[config.mk]
export PLATFORM = sky130hd
export DESIGN_NAME = mmc3_ss_seq
export DESIGN_NICKNAME = d
export VERILOG_FILES = /design/src/rtl/mmc3_ss_seq.sv
export SDC_FILE = /design/constraint.sdc
export NUM_CORES = 1
export LEC_CHECK = 0
export ABC_AREA = 1
export BUFFER_PORTS_ARGS = -buffer_cell sky130_fd_sc_hd__buf_4
export CAP_MARGIN = 0
export CORE_ASPECT_RATIO = 0.75
export CORE_MARGIN = 10
export CORE_UTILIZATION = 38
export DETAILED_ROUTE_END_ITERATION = 7
export HOLD_SLACK_MARGIN = 0.1
export PLACE_DENSITY = 0.7
export SLEW_MARGIN = 20
export SYNTH_ARGS = -nofsm -noshare
export SYNTH_HDL_FRONTEND = slang
export SYNTH_SLANG_ARGS = --single-unit
export TNS_END_PERCENT = 30
[constraint.sdc]
create_clock -name clk -period 2.6 [get_ports clk]
set_clock_uncertainty 0.05 [all_clocks]
set_input_delay 0.26 -clock clk [delete_from_list [all_inputs] [get_ports clk]]
set_output_delay 0.26 -clock clk [all_outputs]
set_load 0.03 [all_outputs]
[src/rtl/mmc3_ss_seq.sv]
// Save-state sequencer: walks the MMC3 ss map, SAVE copies registers into a 16x8 buffer, RESTORE writes them back.
// Latency: SAVE 16*(RD_SETTLE+2) clk; RESTORE 3 clk + 15 writes, each aligned to a synchronised m2 fall.
// Backpressure: none upstream (start ignored while busy); RESTORE stalls on m2 and aborts with err after M2_TMO clk.
module mmc3_ss_seq #(
  parameter int unsigned RD_SETTLE = 2,
  parameter int unsigned POST_HOLD = 2,
  parameter int unsigned M2_TMO    = 64,
  parameter logic [7:0]  MAP_IDX   = 8'd4
) (
  input  logic       clk,
  input  logic       map_rst,
  input  logic       start,
  input  logic       dir,
  output logic       busy,
  output logic       done,
  output logic       err,
  input  logic       m2,
  output logic       ss_act,
  output logic       ss_we,
  output logic [7:0] ss_addr,
  output logic [7:0] ss_wdat,
  input  logic [7:0] ss_rdat,
  output logic [3:0] buf_addr,
  output logic       buf_we,
  output logic [7:0] buf_wdat,
  input  logic [7:0] buf_rdat
);

  typedef enum logic [3:0] {
    S_IDLE,
    S_SETTLE,
    S_CAPTURE,
    S_CHK_FETCH,
    S_CHK,
    S_FETCH,
    S_WRITE,
    S_HOLD,
    S_NEXT,
    S_FIN
  } state_t;

  localparam logic [7:0] SETTLE_LAST = 8'(RD_SETTLE - 1);
  localparam logic [7:0] HOLD_LAST   = 8'(POST_HOLD - 1);
  localparam logic [7:0] TMO_LAST    = 8'(M2_TMO - 1);
  // A fall seen in the first two WRITE cycles happened on raw m2 before ss_we
  // rose (two-flop synchroniser delay), so it cannot have latched our data.
  localparam logic [7:0] FALL_MIN    = 8'd2;
  localparam logic [3:0] IDX_LAST_SAVE    = 4'd15;
  localparam logic [3:0] IDX_LAST_RESTORE = 4'd14;  // entry 15 (map_idx) is read-only

  state_t     state;
  logic [3:0] idx;
  logic       dir_q;
  logic [7:0] cnt;
  logic       m2_s1;
  logic       m2_s2;
  logic       m2_prev;
  logic       m2_fall;
  logic       fall_ok;
  logic       fin_done_req;
  logic       fin_err_req;

  // Buffer entry k maps to ss address table[k].
  function automatic logic [7:0] tbl_addr(input logic [3:0] k);
    logic [7:0] a;
    case (k)
      4'd11:   a = 8'd16;
      4'd12:   a = 8'd17;
      4'd13:   a = 8'd18;
      4'd14:   a = 8'd19;
      4'd15:   a = 8'd127;
      default: a = {4'd0, k};
    endcase
    return a;
  endfunction

  assign m2_fall = m2_prev & ~m2_s2;
  assign fall_ok = m2_fall && (cnt >= FALL_MIN);

  // Decide when the sequence ends this cycle, and whether it ends well or badly.
  always_comb begin
    fin_done_req = 1'b0;
    fin_err_req  = 1'b0;
    case (state)
      S_NEXT:  fin_done_req = dir_q ? (idx == IDX_LAST_RESTORE) : (idx == IDX_LAST_SAVE);
      S_CHK:   fin_err_req  = (buf_rdat != MAP_IDX);
      S_WRITE: fin_err_req  = !fall_ok && (cnt == TMO_LAST);
      default: begin
        fin_done_req = 1'b0;
        fin_err_req  = 1'b0;
      end
    endcase
  end

  // Sequencer FSM with registered outputs; the m2 synchroniser lives here too.
  always_ff @(posedge clk) begin
    if (map_rst) begin
      state    <= S_IDLE;
      idx      <= 4'd0;
      dir_q    <= 1'b0;
      cnt      <= 8'd0;
      m2_s1    <= 1'b0;
      m2_s2    <= 1'b0;
      m2_prev  <= 1'b0;
      busy     <= 1'b0;
      done     <= 1'b0;
      err      <= 1'b0;
      ss_act   <= 1'b0;
      ss_we    <= 1'b0;
      ss_addr  <= 8'd0;
      ss_wdat  <= 8'd0;
      buf_addr <= 4'd0;
      buf_we   <= 1'b0;
      buf_wdat <= 8'd0;
    end else begin
      m2_s1   <= m2;
      m2_s2   <= m2_s1;
      m2_prev <= m2_s2;
      done    <= 1'b0;
      err     <= 1'b0;
      buf_we  <= 1'b0;

      case (state)
        S_IDLE: begin
          if (start) begin
            idx    <= 4'd0;
            dir_q  <= dir;
            cnt    <= 8'd0;
            busy   <= 1'b1;
            ss_act <= 1'b1;
            if (dir) begin
              buf_addr <= 4'd15;
              state    <= S_CHK_FETCH;
            end else begin
              ss_addr <= tbl_addr(4'd0);
              state   <= S_SETTLE;
            end
          end
        end

        S_SETTLE: begin
          if (cnt == SETTLE_LAST) begin
            cnt   <= 8'd0;
            state <= S_CAPTURE;
          end else begin
            cnt <= cnt + 8'd1;
          end
        end

        S_CAPTURE: begin
          buf_we   <= 1'b1;
          buf_addr <= idx;
          buf_wdat <= ss_rdat;
          state    <= S_NEXT;
        end

        // Entry 15 is on the buffer now; start presenting entry 0 so that its
        // data is already on buf_rdat by the end of FETCH.
        S_CHK_FETCH: begin
          buf_addr <= 4'd0;
          state    <= S_CHK;
        end

        S_CHK: begin
          idx   <= 4'd0;
          state <= S_FETCH;
        end

        S_FETCH: begin
          ss_wdat <= buf_rdat;
          ss_addr <= tbl_addr(idx);
          ss_we   <= 1'b1;
          cnt     <= 8'd0;
          state   <= S_WRITE;
        end

        S_WRITE: begin
          if (fall_ok) begin
            cnt   <= 8'd0;
            state <= S_HOLD;
          end else begin
            cnt <= cnt + 8'd1;
          end
        end

        S_HOLD: begin
          if (cnt == HOLD_LAST) begin
            ss_we    <= 1'b0;
            cnt      <= 8'd0;
            buf_addr <= idx + 4'd1;  // prefetch the next entry during NEXT
            state    <= S_NEXT;
          end else begin
            cnt <= cnt + 8'd1;
          end
        end

        S_NEXT: begin
          if (!fin_done_req) begin
            idx <= idx + 4'd1;
            if (dir_q) begin
              state <= S_FETCH;
            end else begin
              ss_addr <= tbl_addr(idx + 4'd1);
              cnt     <= 8'd0;
              state   <= S_SETTLE;
            end
          end
        end

        S_FIN: begin
          state <= S_IDLE;
        end

        default: begin
          state <= S_IDLE;
        end
      endcase

      // Leaving the sequence: everything returns to its idle value during FIN,
      // and exactly one of done/err pulses there.
      if (fin_done_req || fin_err_req) begin
        state    <= S_FIN;
        busy     <= 1'b0;
        ss_act   <= 1'b0;
        ss_we    <= 1'b0;
        ss_addr  <= 8'd0;
        ss_wdat  <= 8'd0;
        buf_addr <= 4'd0;
        buf_wdat <= 8'd0;
        cnt      <= 8'd0;
        done     <= fin_done_req;
        err      <= fin_err_req;
      end
    end
  end

endmodule
==> flow_summary.json <==
{
  "power.total_mw": 3.42,
  "vias_per_cell": 4.93,
  "syn-num-nets": 412,
  "dp.cells": 524,
  "dieWidth_um": 117,
  "synth-seq-cells": 51,
  "wl_per_cell_um": 13.5,
  "max_freq_ghz": 0.469,
  "rsz0062_at_grt": "no",
  "dieArea_mm2": 0.0109,
  "cts.sinks": 51,
  "status": "completed",
  "min_path_type": "in2reg",
  "syn_area_mm2": 0.00271,
  "drt_iter0_drc": 165,
  "yosys_warnings": 0,
  "stdcell_count": 532,
  "firstDrtPassIters": 4,
  "ant_nets": 0,
  "io_pins": 55,
  "cts_made_buffers": 5,
  "yosysSeqAreaShare_pct": 37.7,
  "dr_total_vias": 2622,
  "nFillCells": 678,
  "synthCells": 382,
  "synth.avg_cell_area_um2": 7.08,
  "cts_tree": "yes",
  "portBuffers": 53,
  "p_leak_nw": 1.42,
  "hpwl_um": 5500,
  "hold_viol_final": 0,
  "root_buffer": "clkbuf_8",
  "fin_crit_ns": 2.13,
  "setup_viol": 0,
  "place_congestion": 0.915,
  "num-nets-final": 463,
  "powerDensity_mw_per_mm2": 1050,
  "crit_path_start_kind": "flip-flop",
  "grt_overflow": 0,
  "worst_setup_path_end_kind": "flip-flop",
  "ctsResizeCount": 0,
  "rrSetupSlack_ns": 0.47,
  "rows": 26,
  "layout_setup_ws_ns": 0.467,
  "worstPathRequired_ns": 2.76,
  "grt_pass1_vias": 2402,
  "clkLatencyLatePin_ns": 0.31,
  "grt_use_total_pct": 12.9,
  "drt-total-wl_um": 7200,
  "die_height_um": 93.1,
  "antenna_found_initial": 0,
  "fin_crit_sh_pct": 82.0,
  "core_area_mm2": 0.00686,
  "grt_pass1_wl_um": 12000,
  "critical_path_arrival_ns": 2.29,
  "critPathKind": "reg2reg",
  "ir_drop_mv": 0.445,
  "syn2layout_area_growth_pct": 21.0,
  "slew_violations": 0,
  "initial_core_util_pct": 39.4,
  "post-route-drc-count": 0,
  "cap_violations": 0,
  "postCtsSetupBuffers": 0,
  "worstPathMaxFanout": 10,
  "grt_max_degree": 28,
  "clkTransAtPathRegs_ns": 0.10,
  "cts-htree-levels": 2,
  "fin_tns_setup_ns": 0,
  "hold_buffers": 0,
  "yosys.cell_types.count": 36,
  "diodes": 0,
  "cts_buffer_depth": 2,
  "place_ws_ns": 0.499,
  "layout-drive-gt1-share_pct": 22.6
}
-- final timing paths --
kind                              to           startpoint  cells past startpoint
max          ss_addr[4]$_SDFFE_PP0P_  idx[0]$_SDFFE_PP0P_                     10
min                 m2_s1$_SDFF_PP0_                   m2                      3
max reg2reg  ss_addr[4]$_SDFFE_PP0P_  idx[0]$_SDFFE_PP0P_                     10
min reg2reg         m2_s2$_SDFF_PP0_     m2_s1$_SDFF_PP0_                      2
-- registers in the layout (all words and copies together), names as in the netlist, 4 cells and up --
signal,cells
buf_wdat,8
cnt,8
ss_wdat,8
ss_addr,6
buf_addr,4
idx,4
state,4
-- power by group --
group          internal (mW)  switching, mW  leakage, nW
Combinational          0.629           1.20        0.967
Clock                  0.194          0.279       0.0418
Sequential             0.946          0.174        0.415
Total                   1.77           1.65         1.42
-- through the flow --
step / hold WS [ns] / cell area (µm²) / utilization [%]
floorplan: 0.288 / 2710 / -
global placement: 0.351 / 3180 / 46.4
detailed placement: 0.357 / 3180 / 46.4
CTS: 0.117 / 3270 / 47.7
global route: 0.119 / 3270 / 47.7
finish: 0.114 / 3270 / 47.7
-- cells in the mapped netlist --
cell,number,share of area (%)
a211oi_1,4,1.1
a21oi_1,39,7.2
a21oi_2,1,0.32
a31o_1,4,1.3
and2_4,1,0.32
and3_1,1,0.23
buf_2,4,0.74
buf_4,5,1.4
buf_6,1,0.42
clkbuf_1,2,0.28
conb_1,1,0.14
dfxtp_1,51,38
ha_1,9,4.2
inv_1,36,5.0
inv_2,8,1.1
inv_4,1,0.23
nand2_1,108,15
nand2_2,7,1.6
nand3_1,15,2.8
nand3_2,2,0.74
nand3_4,1,0.65
nand4_1,6,1.4
nor2_1,29,4.0
nor2_2,6,1.4
nor2_4,5,2.1
nor2_8,1,0.74
nor3_1,4,0.74
nor3_4,1,0.60
nor4_1,2,0.46
o211ai_1,5,1.4
o21ai_0,12,2.2
o21ai_1,4,0.74
o21ai_2,1,0.32
o22ai_1,1,0.23
or2_1,1,0.23
xor2_1,3,0.97
-- cell type report --
type | count | area [µm²] | area share [%]
inverter | 45 | 171 | 5.24
clock buffer | 6 | 72.6 | 2.22
timing repair buffer | 56 | 433 | 13.2
clock inverter | 2 | 16.3 | 0.497
sequential | 51 | 1020 | 31.2
multi-input combinational | 274 | 1440 | 43.9
tap | 98 | 123 | 3.75
-- worst max-delay path, cell delays in order, from the launching register on --
cell	delay [ns]
dfxtp_1	0.53
inv_1	0.17
ha_1	0.29
inv_1	0.08
o21ai_1	0.08
nand3_2	0.14
nand3_4	0.13
nor2_4	0.22
o211ai_1	0.15
o211ai_1	0.13
inv_1	0.05
-- logic make-up (layout without fill, tap and decap cells) --
family	after synthesis	count (layout)	synth area share (%)
xor gates and xnor gates	3	3	0.972
AOI/OAI and AO/OA	71	71	14.8
and+or+nand+nor	190	190	33.0
other	1	1	0.139
buffers and inverters	57	109	9.16
DFF	51	51	37.7
adders and majority gates	9	9	4.16
-- metal layers --
metal	vias up	GRT usage (%)	wire, µm
met2	132	17.3	2690
li1	1328	-	-
met4	0	2.60	41
met3	9	4.56	716
met5	-	0	0
met1	1153	18.9	3750
-- cell usage in the layout, fill, tap and decap left out, drive strengths merged --
| master | Yosys | layout |
|---|---|---|
| a21oi | 40 | 40 |
| o21ai | 17 | 17 |
| o211ai | 5 | 5 |
| dfxtp | 51 | 51 |
| o22ai | 1 | 1 |
| nand2 | 115 | 115 |
| clkinvlp | 0 | 1 |
| inv | 45 | 46 |
| nor3 | 5 | 5 |
| and2 | 1 | 1 |
| a211oi | 4 | 4 |
| nand3 | 18 | 18 |
| buf | 10 | 56 |
| and3 | 1 | 1 |
| nor2 | 41 | 41 |
| a31o | 4 | 4 |
| clkbuf | 2 | 6 |
| or2 | 1 | 1 |
| xor2 | 3 | 3 |
| ha | 9 | 9 |
| conb | 1 | 1 |
| nand4 | 6 | 6 |
| nor4 | 2 | 2 |
(Power assumes the default switching activity.)
